`config.mk`:
```
export PLATFORM = sky130hd
export DESIGN_NAME = regfile_write_scheduler
export DESIGN_NICKNAME = d
export VERILOG_FILES = /design/src/rtl/regfile_write_scheduler.sv
export SDC_FILE = /design/constraint.sdc
export NUM_CORES = 1
export LEC_CHECK = 0
export ABC_AREA = 1
export CAP_MARGIN = 10
export CORE_AREA = 2 2 164 166
export CTS_CLUSTER_DIAMETER = 40
export DETAILED_ROUTE_END_ITERATION = 12
export DIE_AREA = 0 0 166 168
export GPL_TIMING_DRIVEN = 1
export PLACE_DENSITY = 0.73
export SYNTH_ARGS = -nofsm -noshare
export SYNTH_HDL_FRONTEND = slang
export SYNTH_SLANG_ARGS = --single-unit
```
`constraint.sdc`:
```
create_clock -name clk -period 9.1 [get_ports clk]
set_input_delay 2.73 -clock clk [delete_from_list [all_inputs] [get_ports clk]]
set_output_delay 2.73 -clock clk [all_outputs]
set_load 0.05 [all_outputs]
```
`src/rtl/regfile_write_scheduler.sv`:
```
// Two-port register-file write scheduler: fixed-priority grant of up to two requests per cycle, registered port outputs.
// Optional starvation guard enabled by defining WSCHED_STARVE_GUARD_EN.
module regfile_write_scheduler #(
    parameter int unsigned NUM_REQ      = 4,
    parameter int unsigned ADDR_W       = 5,
    parameter int unsigned DATA_W       = 64,
    parameter int unsigned STARVE_LIMIT = 8
) (
    input  logic                        clk,
    input  logic                        reset,
    input  logic                        hold,
    input  logic [NUM_REQ-1:0]          req_valid,
    input  logic [NUM_REQ*ADDR_W-1:0]   req_addr,
    input  logic [NUM_REQ*DATA_W-1:0]   req_data,
    output logic [NUM_REQ-1:0]          req_ready,
    output logic [ADDR_W-1:0]           write_port_1,
    output logic [DATA_W-1:0]           write_data_1,
    output logic [ADDR_W-1:0]           write_port_2,
    output logic [DATA_W-1:0]           write_data_2,
    output logic                        conflict
);

    localparam int unsigned IDX_W = (NUM_REQ > 1) ? $clog2(NUM_REQ) : 1;

    if (NUM_REQ < 2 || NUM_REQ > 8 || STARVE_LIMIT < 1) begin : g_bad_param
        $error("regfile_write_scheduler: illegal parameter value");
    end

    logic [ADDR_W-1:0] addr_a [NUM_REQ];
    logic [DATA_W-1:0] data_a [NUM_REQ];

    for (genvar g = 0; g < NUM_REQ; g++) begin : g_unpack
        assign addr_a[g] = req_addr[g*ADDR_W +: ADDR_W];
        assign data_a[g] = req_data[g*DATA_W +: DATA_W];
    end

    logic [NUM_REQ-1:0] starving;

`ifdef WSCHED_STARVE_GUARD_EN
    localparam int unsigned CNT_W = $clog2(STARVE_LIMIT + 1);

    logic [CNT_W-1:0] wait_cnt_q [NUM_REQ];
    logic [CNT_W-1:0] wait_cnt_d [NUM_REQ];

    always_comb begin
        for (int unsigned i = 0; i < NUM_REQ; i++) begin
            wait_cnt_d[i] = wait_cnt_q[i];
            starving[i]   = (wait_cnt_q[i] >= CNT_W'(STARVE_LIMIT));
            if (!req_valid[i] || req_ready[i]) begin
                wait_cnt_d[i] = '0;
            end else if (!hold && (wait_cnt_q[i] != CNT_W'(STARVE_LIMIT))) begin
                wait_cnt_d[i] = wait_cnt_q[i] + CNT_W'(1);
            end
        end
    end

    always_ff @(posedge clk or negedge reset) begin
        if (!reset) begin
            for (int unsigned i = 0; i < NUM_REQ; i++) begin
                wait_cnt_q[i] <= '0;
            end
        end else begin
            for (int unsigned i = 0; i < NUM_REQ; i++) begin
                wait_cnt_q[i] <= wait_cnt_d[i];
            end
        end
    end
`else
    assign starving = '0;
`endif

    logic              s1_found;
    logic              s2_found;
    logic [IDX_W-1:0]  s1_idx;
    logic [IDX_W-1:0]  s2_idx;
    logic [ADDR_W-1:0] s1_addr;
    logic              blocked;
    logic [NUM_REQ-1:0] grant;

    // Pass 0 scans starving requesters, pass 1 the rest; with the guard off only pass 0 sees any requester.
    // A same-address skip only counts as a conflict while slot 2 is still open; later skips are port exhaustion.
    always_comb begin
        s1_found = 1'b0;
        s2_found = 1'b0;
        s1_idx   = '0;
        s2_idx   = '0;
        s1_addr  = '0;
        blocked  = 1'b0;
        for (int unsigned p = 0; p < 2; p++) begin
            for (int unsigned i = 0; i < NUM_REQ; i++) begin
`ifdef WSCHED_STARVE_GUARD_EN
                if (req_valid[i] && (starving[i] == (p == 0))) begin
`else
                if (req_valid[i] && (p == 0)) begin
`endif
                    if (!s1_found) begin
                        s1_found = 1'b1;
                        s1_idx   = IDX_W'(i);
                        s1_addr  = addr_a[i];
                    end else if (!s2_found) begin
                        if ((addr_a[i] != s1_addr) || (addr_a[i] == '0)) begin
                            s2_found = 1'b1;
                            s2_idx   = IDX_W'(i);
                        end else begin
                            blocked = 1'b1;
                        end
                    end
                end
            end
        end
    end

    always_comb begin
        grant = '0;
        if (s1_found) grant[s1_idx] = 1'b1;
        if (s2_found) grant[s2_idx] = 1'b1;
    end

    assign req_ready = (reset && !hold) ? grant : '0;

    logic [ADDR_W-1:0] port1_q, port1_d;
    logic [DATA_W-1:0] data1_q, data1_d;
    logic [ADDR_W-1:0] port2_q, port2_d;
    logic [DATA_W-1:0] data2_q, data2_d;
    logic              conflict_q, conflict_d;

    always_comb begin
        port1_d    = '0;
        data1_d    = '0;
        port2_d    = '0;
        data2_d    = '0;
        conflict_d = 1'b0;
        if (!hold) begin
            if (s1_found) begin
                port1_d = s1_addr;
                data1_d = data_a[s1_idx];
            end
            if (s2_found) begin
                port2_d = addr_a[s2_idx];
                data2_d = data_a[s2_idx];
            end
            conflict_d = blocked;
        end
    end

    always_ff @(posedge clk or negedge reset) begin
        if (!reset) begin
            port1_q    <= '0;
            data1_q    <= '0;
            port2_q    <= '0;
            data2_q    <= '0;
            conflict_q <= 1'b0;
        end else begin
            port1_q    <= port1_d;
            data1_q    <= data1_d;
            port2_q    <= port2_d;
            data2_q    <= data2_d;
            conflict_q <= conflict_d;
        end
    end

    assign write_port_1 = port1_q;
    assign write_data_1 = data1_q;
    assign write_port_2 = port2_q;
    assign write_data_2 = data2_q;
    assign conflict     = conflict_q;

endmodule

```
After elaboration in Yosys (flattened, before gate mapping) --
Index checks and enable logic that the tools add are counted.
Operators by class: magnitude comparators 6, equality and inequality tests 3, muxes and demuxes 75, bitwise logic cells 3, reduce and logical (&&, ||, !) cells 10
Operator list (count):
- 64-bit 2-to-1 mux | 8
- 64-bit binary-select mux with 2-bit select | 2
- 5-bit 2-to-1 mux | 13
- 1-bit 2-to-1 mux | 34
- 2-bit 2-to-1 mux | 12
- 5-bit zero test | 3
- 5-bit inequality test | 3
- 4-bit 2-to-1 mux | 3
- 5-bit binary-select mux with 2-bit select | 1
- 3-bit greater-or-equal comparator (second input constant) | 2
- 2-bit by 3-bit less-than comparator with 1-bit output (second input constant) | 2
- 2-bit inverter with 3-bit output | 2
- 1-bit demux with 2-bit select | 2
- 2-bit by 1-bit greater-or-equal comparator with 1-bit output (second input constant) | 2
- 4-bit OR | 1
- 1-bit logical AND | 3
- 1-bit logical OR | 3
- 1-bit zero test | 1
Storage, ports and cells: register bits after elaboration 139, word-level logic and storage cells 102, output and inout bits 143

Longest topological paths before layout --
Gate-level depths: netlist (run 1).
depth after elaboration 21, mapped depth 21

Worst setup path after synthesis (run 1) --
OpenSTA, ideal clock, no wires.
kind input port to output port, start point input port req_valid[0], end point output port req_ready[2], arrival 4.752 ns, buffers on the path 3, setup slack 1.618 ns, stages 12, path through buf_4 -> nand2_1 -> nand2_1 -> inv_1 -> nand2_1 -> o21ai_0 -> nand3_1 -> a21oi_1 -> nand3_1 -> clkbuf_1 -> buf_2 -> a21oi_1
On the way: cells in the longest elaborated chain, start to end 21, elaborated cells on any way between the ends 57
Ends and longest elaborated chain:
- from (decl) | RTL line 12 | input logic [NUM_REQ-1:0] req_valid,
- 5-bit 2-to-1 mux | RTL line 94 | if (req_valid[i] && (p == 0)) begin
- 5-bit inequality test | RTL line 101 | if ((addr_a[i] != s1_addr) || (addr_a[i] == '0)) begin
- 1-bit logical OR | RTL line 101
- 1-bit 2-to-1 mux | RTL line 101
- 1-bit 2-to-1 mux | RTL line 96 | if (!s1_found) begin
- 1-bit 2-to-1 mux | RTL line 94
- 2-bit 2-to-1 mux | RTL line 101
- 2-bit 2-to-1 mux | RTL line 100 | end else if (!s2_found) begin
- [5 not listed]
- 2-bit 2-to-1 mux | RTL line 94
- 2-bit by 3-bit less-than comparator with 1-bit output (not written as such) / 2-bit by 1-bit greater-or-equal comparator with 1-bit output (equally long branches) | RTL line 116 | if (s2_found) grant[s2_idx] = 1'b1;
- 1-bit logical AND (not written as such) | RTL line 116
- 1-bit 2-to-1 mux (not written as such) | RTL line 116
- 1-bit demux with 2-bit select | RTL line 116
- 4-bit OR (no source line)
- 4-bit 2-to-1 mux (*) | RTL line 116
- 4-bit 2-to-1 mux (*) | RTL line 119 | assign req_ready = (reset && !hold) ? grant : '0;
- to (decl) | RTL line 15 | output logic [NUM_REQ-1:0] req_ready,
Mark *: on every way between the ends. The rest lies on a longest branch, timed or not.

Worst setup path after layout (run 1) --
start point input port req_valid[1], end point output port req_ready[3]
On the way: cells in the longest elaborated chain, start to end 18, elaborated cells on any way between the ends 47
Ends and longest elaborated chain (RTL line):
- 5-bit 2-to-1 mux | 94
- 5-bit inequality test | 101
- 1-bit logical OR | 101
- 2-bit 2-to-1 mux | 101
- 2-bit 2-to-1 mux | 100
- 2-bit 2-to-1 mux | 96
- 2-bit 2-to-1 mux | 94
- 2-bit 2-to-1 mux | 101
- [2 not listed]
- 2-bit 2-to-1 mux | 94
- 2-bit by 3-bit less-than comparator with 1-bit output (not written as such) / 2-bit by 1-bit greater-or-equal comparator with 1-bit output (equally long branches) | 116
- 1-bit logical AND (not written as such) | 116
- 1-bit 2-to-1 mux (not written as such) | 116
- 1-bit demux with 2-bit select | 116
- 4-bit OR (no source line)
- 4-bit 2-to-1 mux (*) | 116
- 4-bit 2-to-1 mux (*) | 119
Marked as above.

==> key figures, run 1 <==
Detailed routing
  – Post-route antenna net violation count: 0
  – Vias: 10400
  – WL met1: 14800 um
  – Met2 wire len: ~19000 um
  – Highest Signal Layer: met5
  – DRC viols: 0
  – DRT Wirelength: 38700 um
  – WL/cell: around 20 um
  – Drt pass-1 iters: 6
  – Vias per cell: 5.28
  – Iter 0 DRT Violations: 1064
  – WL met3: 3670 um

STA
  – Fmax achieved: 119 MHz
  – Hold slack: 2.17 ns
  – Setup TNS Final: 0 ns
  – Final period util: 92.6%
  – Crit path time final: ~8.4 ns
  – Final setup viols: 0
  – RSZ-0062 raised after global routing: no
  – Least-Margin Pin Slew: approximately 1.1 ns
  – Max-slew violations: 0
  – Relative slew slack: 29.3%
  – Hold Violations, Final: 0

CTS
  – PostCTS Resize Cnt: 0
  – CTS tree: done
  – CTS Sinks: 139
  – Reg clk slew, reported paths: 0.07 ns
  – Hold buffer count at CTS: 0
  – CTS root buf: clkbuf_16
  – # H-tree levels: 4
  – CTS buffer count: 17
  – Maximum buffer depth of the clock tree: 2
  – Setup repair bufs after CTS: 0

Layout
  – Share of cells above drive strength 1: 5.12%
  – Filler cell count: 2523
  – Commonest non-fill, non-tap cell in the layout: clkdlybuf4s50_1
  – Area of the multi-input gates: 3980 um^2
  – FF/Latch Area: 3480 um^2
  – Area Overhead vs Synth: 59.6%
  – Finished Cell Area: 13400 um^2
  – Nets: between 1500 and 2000
  – Commonest cells after routing, fill and taps aside: clkdlybuf4s50_1 (423), nor2_1 (289), nand2_1 (236)

Hold path
  – Class of the worst hold path: in2async

Logic synthesis
  – Cell count after synthesis: about 1200
  – Post-synthesis sequential area ratio: 41.5%
  – Syn nets: 1509
  – Ys Warns: 0
  – Synth Area per Inst: 6.84 um^2
  – Cell Area, Synth: around 8400 um^2
  – Flops & latches, synth: 139
  – Post-synthesis cell type count: 31

Die
  – Chip Height: 168 um
  – Core area: roughly 26000 um^2
  – Die X: approximately 170 um
  – Initial core utilization: between 30% and 40%
  – Full die area: 27900 um^2
  – Row count: 60
  – Ports: 426

Placed design
  – HPWL after DPL: 27200 um
  – IO buf count: 425
  – Placed standard-cell area: 12800 um^2
  – GPL Wtd Cong: 0.985

Global route
  – GRT Total Usage: roughly 27%
  – First-pass GRT wire length: 58900 um
  – Largest net degree at the start of global routing: 75
  – Antenna violations before repair: 6
  – Vias in the first global route: roughly 10000
  – Aggregate global routing overflow: 0

Critical path
  – CP startpoint: req_valid[1]
  – CP max FO: 27
  – Worst setup EP type: primary output
  – CP Class: in2out
  – Arr. time, crit path: around 5.7 ns
  – CP required: 6.37 ns
  – Crit start category: primary input

Power
  – Psw: about 840 uW
  – Int Pwr: approximately 1400 uW
  – Clk pwr share: 31.2%
  – Switching Share: 38.3%
  – Worst vdd ir: 0.0949 mV
  – Sequential Power Share: about a third
  – Total leakage power: 0.00629 uW
  – Combinational power share: 37.3%
  – Pwr dens: 165 nW/um^2

Flow run
  – Max_cap viols: 0

Outcome
  – Status: complete, no violations
[cells in the mapped netlist]
master	n	area [um^2]
nand2_2	5	31.3
nand3b_1	1	7.51
nor2_1	289	1080
o211ai_1	1	7.51
buf_1	5	18.8
a211oi_1	8	60.1
or2_2	17	106
o21ai_1	31	155
buf_2	15	75.1
inv_2	4	15.0
nand2_4	3	33.8
a31oi_1	1	6.26
buf_6	7	78.8
nand3_1	64	320
nand4_1	3	18.8
nand2_1	236	886
nor3_1	45	225
clkbuf_2	2	10.0
xor2_1	3	26.3
a221oi_1	3	26.3
o22ai_1	105	657
inv_4	1	6.26
clkbuf_1	40	150
inv_1	135	507
dfrtp_1	139	3480
clkinv_1	2	7.51
o221ai_1	12	105
a21oi_1	18	90.1
o21ai_0	21	105
nor2_4	2	22.5
buf_4	8	60.1
[flip-flops by register name, summed over array words and instances, names as in the netlist]
name,flops
write_data_2,64
write_port_2,5
write_port_1,5
write_data_1,64
conflict,1
[metal layers]
metal	track usage, %	up-vias
met5	0	-
met4	10.9	8
met3	8.11	111
met2	47.0	642
met1	31.6	4879
li1	-	4729
[final cells by class]
class / instances / area share (%)
clock inverters: 13 / 1.00
repair buffers: 440 / 32.7
diodes: 2 / 0.0374
inverters: 142 / 4.02
well taps: 341 / 3.19
multi-input cells: 868 / 29.8
clock buffers: 19 / 3.24
flip-flops and latches: 139 / 26.0
[worst paths after layout]
check,endpoint,slack [ns]
max,req_ready[3],0.67
max in group asynchronous,write_data_2[17]$_DFF_PN0_,5.83
min in group clk,write_data_1[50]$_DFF_PN0_,2.88
min,write_data_2[55]$_DFF_PN0_,2.17
[cell families (layout without fill, tap and decap cells)]
group,after synthesis,in the layout,synth area share [%]
AOI/OAI and AO/OA,200,200,14.5
xor gates and xnor gates,3,3,0.314
buffers and inverters,219,614,11.1
DFF,139,139,41.5
other,0,2,0
and+or+nand+nor,665,665,32.6
[stage by stage]
step | std cells | utilization [%] | power, uW | setup WS, ns
floorplan | 1226 | - | 1160 | 1.62
global placement | 1930 | 48.6 | 1520 | 0.705
detailed placement | 1930 | 48.6 | 1520 | 0.727
CTS | 1962 | 50.7 | 2220 | 0.709
global route | 1964 | 50.8 | 2310 | 0.451
finish | 1964 | 50.8 | 2200 | 0.673
[power by group through the flow]
| stage | clock, uW | combinational (uW) | sequential, uW |
|---|---|---|---|
| floorplan | 0 | 248 | 916 |
| global placement | 0 | 814 | 705 |
| detailed placement | 0 | 819 | 705 |
| CTS | 703 | 822 | 694 |
| global route | 732 | 874 | 700 |
| finish | 688 | 822 | 694 |
[critical path: stages]
cell and delay (ns):
clkdlybuf4s50_1 0.62, nand2_4 0.43, nand2_2 0.11, nand2_2 0.13
nand3b_1 0.09, nand2_1 0.07, nand3_1 0.13, nand2_1 0.09
nand2_1 0.06, nand2_1 0.09, nand2_1 0.12, nor2_1 0.16
clkdlybuf4s50_1 0.83
Power figures use the tool's default switching activity.
==> run 2, diff against run 1 <==
Settings changed: DONT_BUFFER_PORTS set to 1, PLACE_DENSITY 0.73 to 0.52.
==> run 2 against run 1 <==
Compared with the run above:
- clock power rose by 2%
- maximum frequency grew 11%
- power down 12%
- first-iteration DRC count fell by 32%
- clock-buffer cell count unchanged
- routed wire length is 11% lower
- sequential power is 33% higher
- combinational power fell by 62%
- non-clock buffer count is 428 lower
- highest routed layer is now met4
==> key figures, run 2 (same netlist as run 1, synthesis figures left out) <==
Outcome
  – Status: complete, no violations (unchanged)

Detailed routing
  – Vias per cell: 5.45 (was 5.28)
  – Iter 0 DRT Violations: 720 (was 1064)
  – Vias: 8353 (was 10400)
  – DRC viols: 0 (unchanged)
  – Post-route antenna net violation count: 0 (unchanged)
  – DRT Wirelength: 34400 um (was 38700 um)
  – Drt pass-1 iters: 5 (was 6)
  – WL/cell: 22.4 um (was 19.7 um)

STA
  – Final period util: 83.7% (was 92.6%)
  – Max-slew violations: 0 (unchanged)
  – Crit path time final: 7.62 ns (was 8.43 ns)
  – Least-Margin Pin Slew: 1.08 ns (was 1.05 ns)
  – Fmax achieved: 131 MHz (was 119 MHz)
  – Hold Violations, Final: 0 (unchanged)
  – Relative slew slack: 27.8% (was 29.3%)
  – RSZ-0062 raised after global routing: no (unchanged)
  – Final setup viols: 0 (unchanged)
  – Setup TNS Final: 0 ns (unchanged)

Layout
  – N_diodes: 0 (was 2)
  – Final Non-Filler Cells: 1534 (was 1964)
  – Commonest non-fill, non-tap cell in the layout: nor2_1 (was clkdlybuf4s50_1)
  – Nets: 1463 (was 1891)
  – Area of the multi-input gates: 3980 um^2 (unchanged)
  – Filler cell count: 2813 (was 2523)
  – Area Overhead vs Synth: 8.36% (was 59.6%)
  – Commonest cells after routing, fill and taps aside: nor2_1 (289), nand2_1 (236), dfrtp_1 (139) (was clkdlybuf4s50_1 (423), nor2_1 (289), nand2_1 (236))
  – Share of cells above drive strength 1: 6.54% (was 5.12%)
  – FF/Latch Area: 3480 um^2 (unchanged)

CTS
  – CTS root buf: clkbuf_16 (unchanged)
  – Hold buffer count at CTS: 0 (unchanged)
  – CTS buffer count: 17 (unchanged)
  – CTS Sinks: 139 (unchanged)
  – Reg clk slew, reported paths: 0.07 ns (about the same)
  – # H-tree levels: 4 (unchanged)
  – Setup repair bufs after CTS: 0 (unchanged)
  – CTS tree: done (unchanged)
  – Maximum buffer depth of the clock tree: 2 (unchanged)
  – PostCTS Resize Cnt: 0 (unchanged)

Critical path
  – Critical Path, Cell by Cell: nor2_4, nand2_4, buf_4, o211ai_1, nand2_1, nor2_1, a21oi_1, nand2_1, nor2_1 (was clkdlybuf4s50_1, nand2_4, nand2_2, nand2_2, nand3b_1, nand2_1, nand3_1, nand2_1, nand2_1, nand2_1, nand2_1, nor2_1, clkdlybuf4s50_1)
  – CP required: 6.37 ns (about the same)
  – CP max FO: 33 (was 27)
  – Max stage delay on crit path: 0.73 ns (was 0.83 ns)
  – CP Buf/Inv Count: 1 (was 2)
  – Arr. time, crit path: 4.89 ns (was 5.70 ns)
  – Cell family with most CP delay: simple AND/OR/NAND/NOR gates (unchanged)
  – CP Class: in2out (unchanged)
  – Crit start category: primary input (unchanged)
  – Worst setup EP type: primary output (unchanged)
  – Slowest-stage cell, CP: nor2_1 (was clkdlybuf4s50_1)

Flow run
  – Max_cap viols: 0 (unchanged)

Placed design
  – IO buf count: 0 (was 425)
  – GPL Wtd Cong: 0.874 (was 0.985)
  – Placed Cells: 1502 (was 1930)
  – HPWL after DPL: 22500 um (was 27200 um)

Die
  – Die X: 166 um (unchanged)
  – Ports: 426 (unchanged)
  – Chip Height: 168 um (unchanged)
  – Full die area: 27900 um^2 (unchanged)
  – Row count: 60 (unchanged)
  – Initial core utilization: 31.8% (unchanged)
  – Core area: 26400 um^2 (unchanged)

Power
  – Pwr dens: 213 nW/um^2 (was 165 nW/um^2)
  – Total leakage power: 0.00465 uW (was 0.00629 uW)
  – Worst vdd ir: 0.111 mV (was 0.0949 mV)

Global route
  – Vias in the first global route: 8454 (was 10300)
  – Antenna violations before repair: 0 (was 6)
  – GRT Total Usage: 24.1% (was 27.2%)
  – Largest net degree at the start of global routing: 141 (was 75)
  – Aggregate global routing overflow: 0 (unchanged)
  – First-pass GRT wire length: 51900 um (was 58900 um)

Hold path
  – Class of the worst hold path: in2async (unchanged)
run 2: routing by layer:
| layer | vias to the layer above | wire [um] | GRT usage, % |
|---|---|---|---|
| met5 | - | 0 | 0 |
| met4 | 0 | 1030 | 9.68 |
| met3 | 60 | 3590 | 8.70 |
| met2 | 520 | 16700 | 40.5 |
| met1 | 3906 | 13200 | 28.2 |
| li1 | 3867 | - | - |
run 2: final cells by class:
cell class / count / share of cell area (%)
Tap cell: 341 / 4.70
Clock buffer: 19 / 4.77
Timing Repair Buffer: 12 / 0.992
Clock inverter: 13 / 1.46
Multi-Input combinational cell: 868 / 43.9
Inverter: 142 / 5.92
Sequential cell: 139 / 38.3
run 2: metrics by stage:
stage	util, %	instance area (um^2)	worst slack [ns]	hold WS, ns	power (uW)
final	34.5	9080	1.48	1.99	1930
after floorplan	-	8380	1.62	2.43	1160
after CTS	34.5	9080	1.49	1.97	1950
after detailed placement	32.3	8520	1.49	2.44	1240
after global routing	34.5	9080	1.37	1.96	2020
after global placement	32.3	8520	1.50	2.44	1240
run 2: final timing paths:
kind | from | to | cells past startpoint | slack [ns]
setup / recovery | req_valid[0] | req_ready[3] | 9 | 1.48
hold / removal | reset | write_data_2[28]$_DFF_PN0_ | 0 | 1.99
max in group asynchronous | reset | write_data_2[60]$_DFF_PN0_ | 0 | 6.93
min in group clk | hold | conflict$_DFF_PN0_ | 1 | 2.37
run 2: where the power goes:
group / switching, uW / leakage [uW] / internal [uW] / total [uW]
Clock: 318 / 0.000264 / 384 / 702
Combinational: 213 / 0.00258 / 98.0 / 311
Sequential: 248 / 0.00181 / 672 / 920
Total: 779 / 0.00465 / 1150 / 1930
==> run 3, diff against run 2 <==
Clock period 9.1 ns to 7.3 ns, I/O delays scaled along.
==> run 3 against run 2 <==
Compared with the run above:
- clock power increased by 38%
- design area increased by 1.3%
- highest routed layer unchanged
- die area unchanged
- largest cell class unchanged
- setup slack got worse by 0.18 ns
- via count increased by 0.23%
- critical path depth increased by 3
==> key figures, run 3 (same netlist as run 1, synthesis figures left out) <==
Outcome
  – Status: complete, no violations (unchanged)

Critical path
  – Crit path to: req_ready[3] (unchanged)
  – CP startpoint: req_valid[0] (unchanged)
  – CP max FO: 32 (was 33)
  – Worst setup EP type: primary output (unchanged)
  – Crit start category: primary input (unchanged)
  – Arr. time, crit path: 3.81 ns (was 4.89 ns)
  – CP required: 5.11 ns (was 6.37 ns)
  – CP Class: in2out (unchanged)

Global route
  – First-pass GRT wire length: 51300 um (was 51900 um)
  – Aggregate global routing overflow: 0 (unchanged)
  – Vias in the first global route: 8125 (was 8454)
  – GRT Total Usage: 24.0% (was 24.1%)
  – Largest net degree at the start of global routing: 141 (unchanged)
  – Antenna violations before repair: 0 (unchanged)

Power
  – Pwr Total: 2510 uW (was 1930 uW)
  – Worst vdd ir: 0.142 mV (was 0.111 mV)
  – Pwr dens: 272 nW/um^2 (was 213 nW/um^2)
  – Total leakage power: 0.00471 uW (was 0.00465 uW)

STA
  – RSZ-0062 raised after global routing: no (unchanged)
  – Max-slew violations: 0 (unchanged)
  – Relative slew slack: 21.4% (was 27.8%)
  – Fmax achieved: 167 MHz
  – Final setup viols: 0 (unchanged)
  – Least-Margin Pin Slew: 1.17 ns (was 1.08 ns)
  – Hold Violations, Final: 0 (unchanged)
  – Setup ws final: 1.30 ns (was 1.48 ns)
  – Crit path time final: 6.00 ns
  – Setup TNS Final: 0 ns (unchanged)
  – Final period util: 82.2%

CTS
  – Hold buffer count at CTS: 0 (unchanged)
  – Setup repair bufs after CTS: 0 (unchanged)
  – PostCTS Resize Cnt: 0 (unchanged)
  – Maximum buffer depth of the clock tree: 2 (unchanged)
  – CTS buffer count: 17 (unchanged)
  – CTS tree: done (unchanged)
  – Reg clk slew, reported paths: 0.06 ns (was 0.07 ns)
  – CTS root buf: clkbuf_16 (unchanged)
  – # H-tree levels: 4 (unchanged)
  – CTS Sinks: 139 (unchanged)

Layout
  – FF/Latch Area: 3480 um^2 (unchanged)
  – N_diodes: 0 (unchanged)
  – Area Overhead vs Synth: 9.73% (was 8.36%)
  – Commonest non-fill, non-tap cell in the layout: nor2_1 (unchanged)
  – Nets: 1468 (was 1463)
  – Area of the multi-input gates: 3980 um^2 (unchanged)
  – Commonest cells after routing, fill and taps aside: nor2_1 (289), nand2_1 (236), dfrtp_1 (139) (unchanged)
  – Filler cell count: 2802 (was 2813)
  – Share of cells above drive strength 1: 7.01% (was 6.54%)

Placed design
  – IO buf count: 0 (unchanged)
  – HPWL after DPL: 23400 um (was 22500 um)
  – GPL Wtd Cong: 0.892 (was 0.874)
  – Pre-CTS WS: 1.26 ns (was 1.49 ns)

Detailed routing
  – Drt pass-1 iters: 5 (unchanged)
  – Vias per cell: 5.44 (was 5.45)
  – WL/cell: 22.4 um (about the same)
  – DRT Wirelength: 34500 um (was 34400 um)
  – Iter 0 DRT Violations: 784 (was 720)
  – Vias: 8372 (was 8353)
  – DRC viols: 0 (unchanged)
  – Post-route antenna net violation count: 0 (unchanged)

Die
  – Core area: 26400 um^2 (unchanged)
  – Full die area: 27900 um^2 (unchanged)
  – Row count: 60 (unchanged)
  – Die X: 166 um (unchanged)
  – Ports: 426 (unchanged)
  – Chip Height: 168 um (unchanged)
  – Initial core utilization: 31.8% (unchanged)

Hold path
  – Class of the worst hold path: in2async (unchanged)

Flow run
  – Max_cap viols: 0 (unchanged)
-- run 3: power by group --
group	leakage (uW)	total, uW	internal [uW]	switching, uW
sequential	0.00181	1150	839	310
clock	0.000303	968	595	372
combinational	0.00260	389	124	264
total	0.00471	2510	1560	947
-- run 3: how the worst min path moves through the flow --
| stage | endpoint | slack, ns | cells past startpoint | startpoint |
|---|---|---|---|---|
| after detailed placement | write_data_2[26]$_DFF_PN0_ | 1.90 | 0 | reset |
| final | write_data_1[29]$_DFF_PN0_ | 1.47 | 0 | reset |
| after CTS | write_data_2[26]$_DFF_PN0_ | 1.44 | 0 | reset |
| after floorplan | conflict$_DFF_PN0_ | 1.89 | 0 | reset |
| after global routing | write_data_1[27]$_DFF_PN0_ | 1.43 | 0 | reset |
| after global placement | write_data_1[27]$_DFF_PN0_ | 1.90 | 0 | reset |
-- run 3: area by class of cell --
type / instances / area share [%]
Timing Repair Buffer: 17 / 1.39
Inverter: 142 / 5.85
Clock inverter: 12 / 2.03
Tap cell: 341 / 4.64
Clock buffer: 20 / 4.97
Sequential cell: 139 / 37.8
Multi-Input combinational cell: 868 / 43.3
-- run 3: worst max-delay path, stage by stage --
cell and delay, ns:
nor2_4 0.16, nand2_4 0.29, inv_4 0.23, nand2_1 0.09, nand2_1 0.09, nand2_1 0.05
nand2_1 0.06, nor2_1 0.05, a21oi_1 0.13, nand2_1 0.11, nor2_1 0.14, buf_4 0.22
-- run 3: layer usage --
layer	up-vias	share of wire, %	track usage, %
li1	3875	-	-
met1	3978	40	29.3
met2	466	49	40.8
met3	53	8.7	7.22
met4	0	2.4	7.71
met5	-	0	0
-- run 3: per-stage QoR --
step | cells | hold slack (ns) | area, um^2 | util [%]
6_report | 1539 | 1.47 | 9200 | 34.9
5_1_grt | 1539 | 1.43 | 9200 | 34.9
4_1_cts | 1539 | 1.44 | 9200 | 34.9
3_5_place_dp | 1507 | 1.90 | 8550 | 32.5
3_3_place_gp | 1507 | 1.90 | 8550 | 32.5
2_1_floorplan | 1226 | 1.89 | 8380 | -
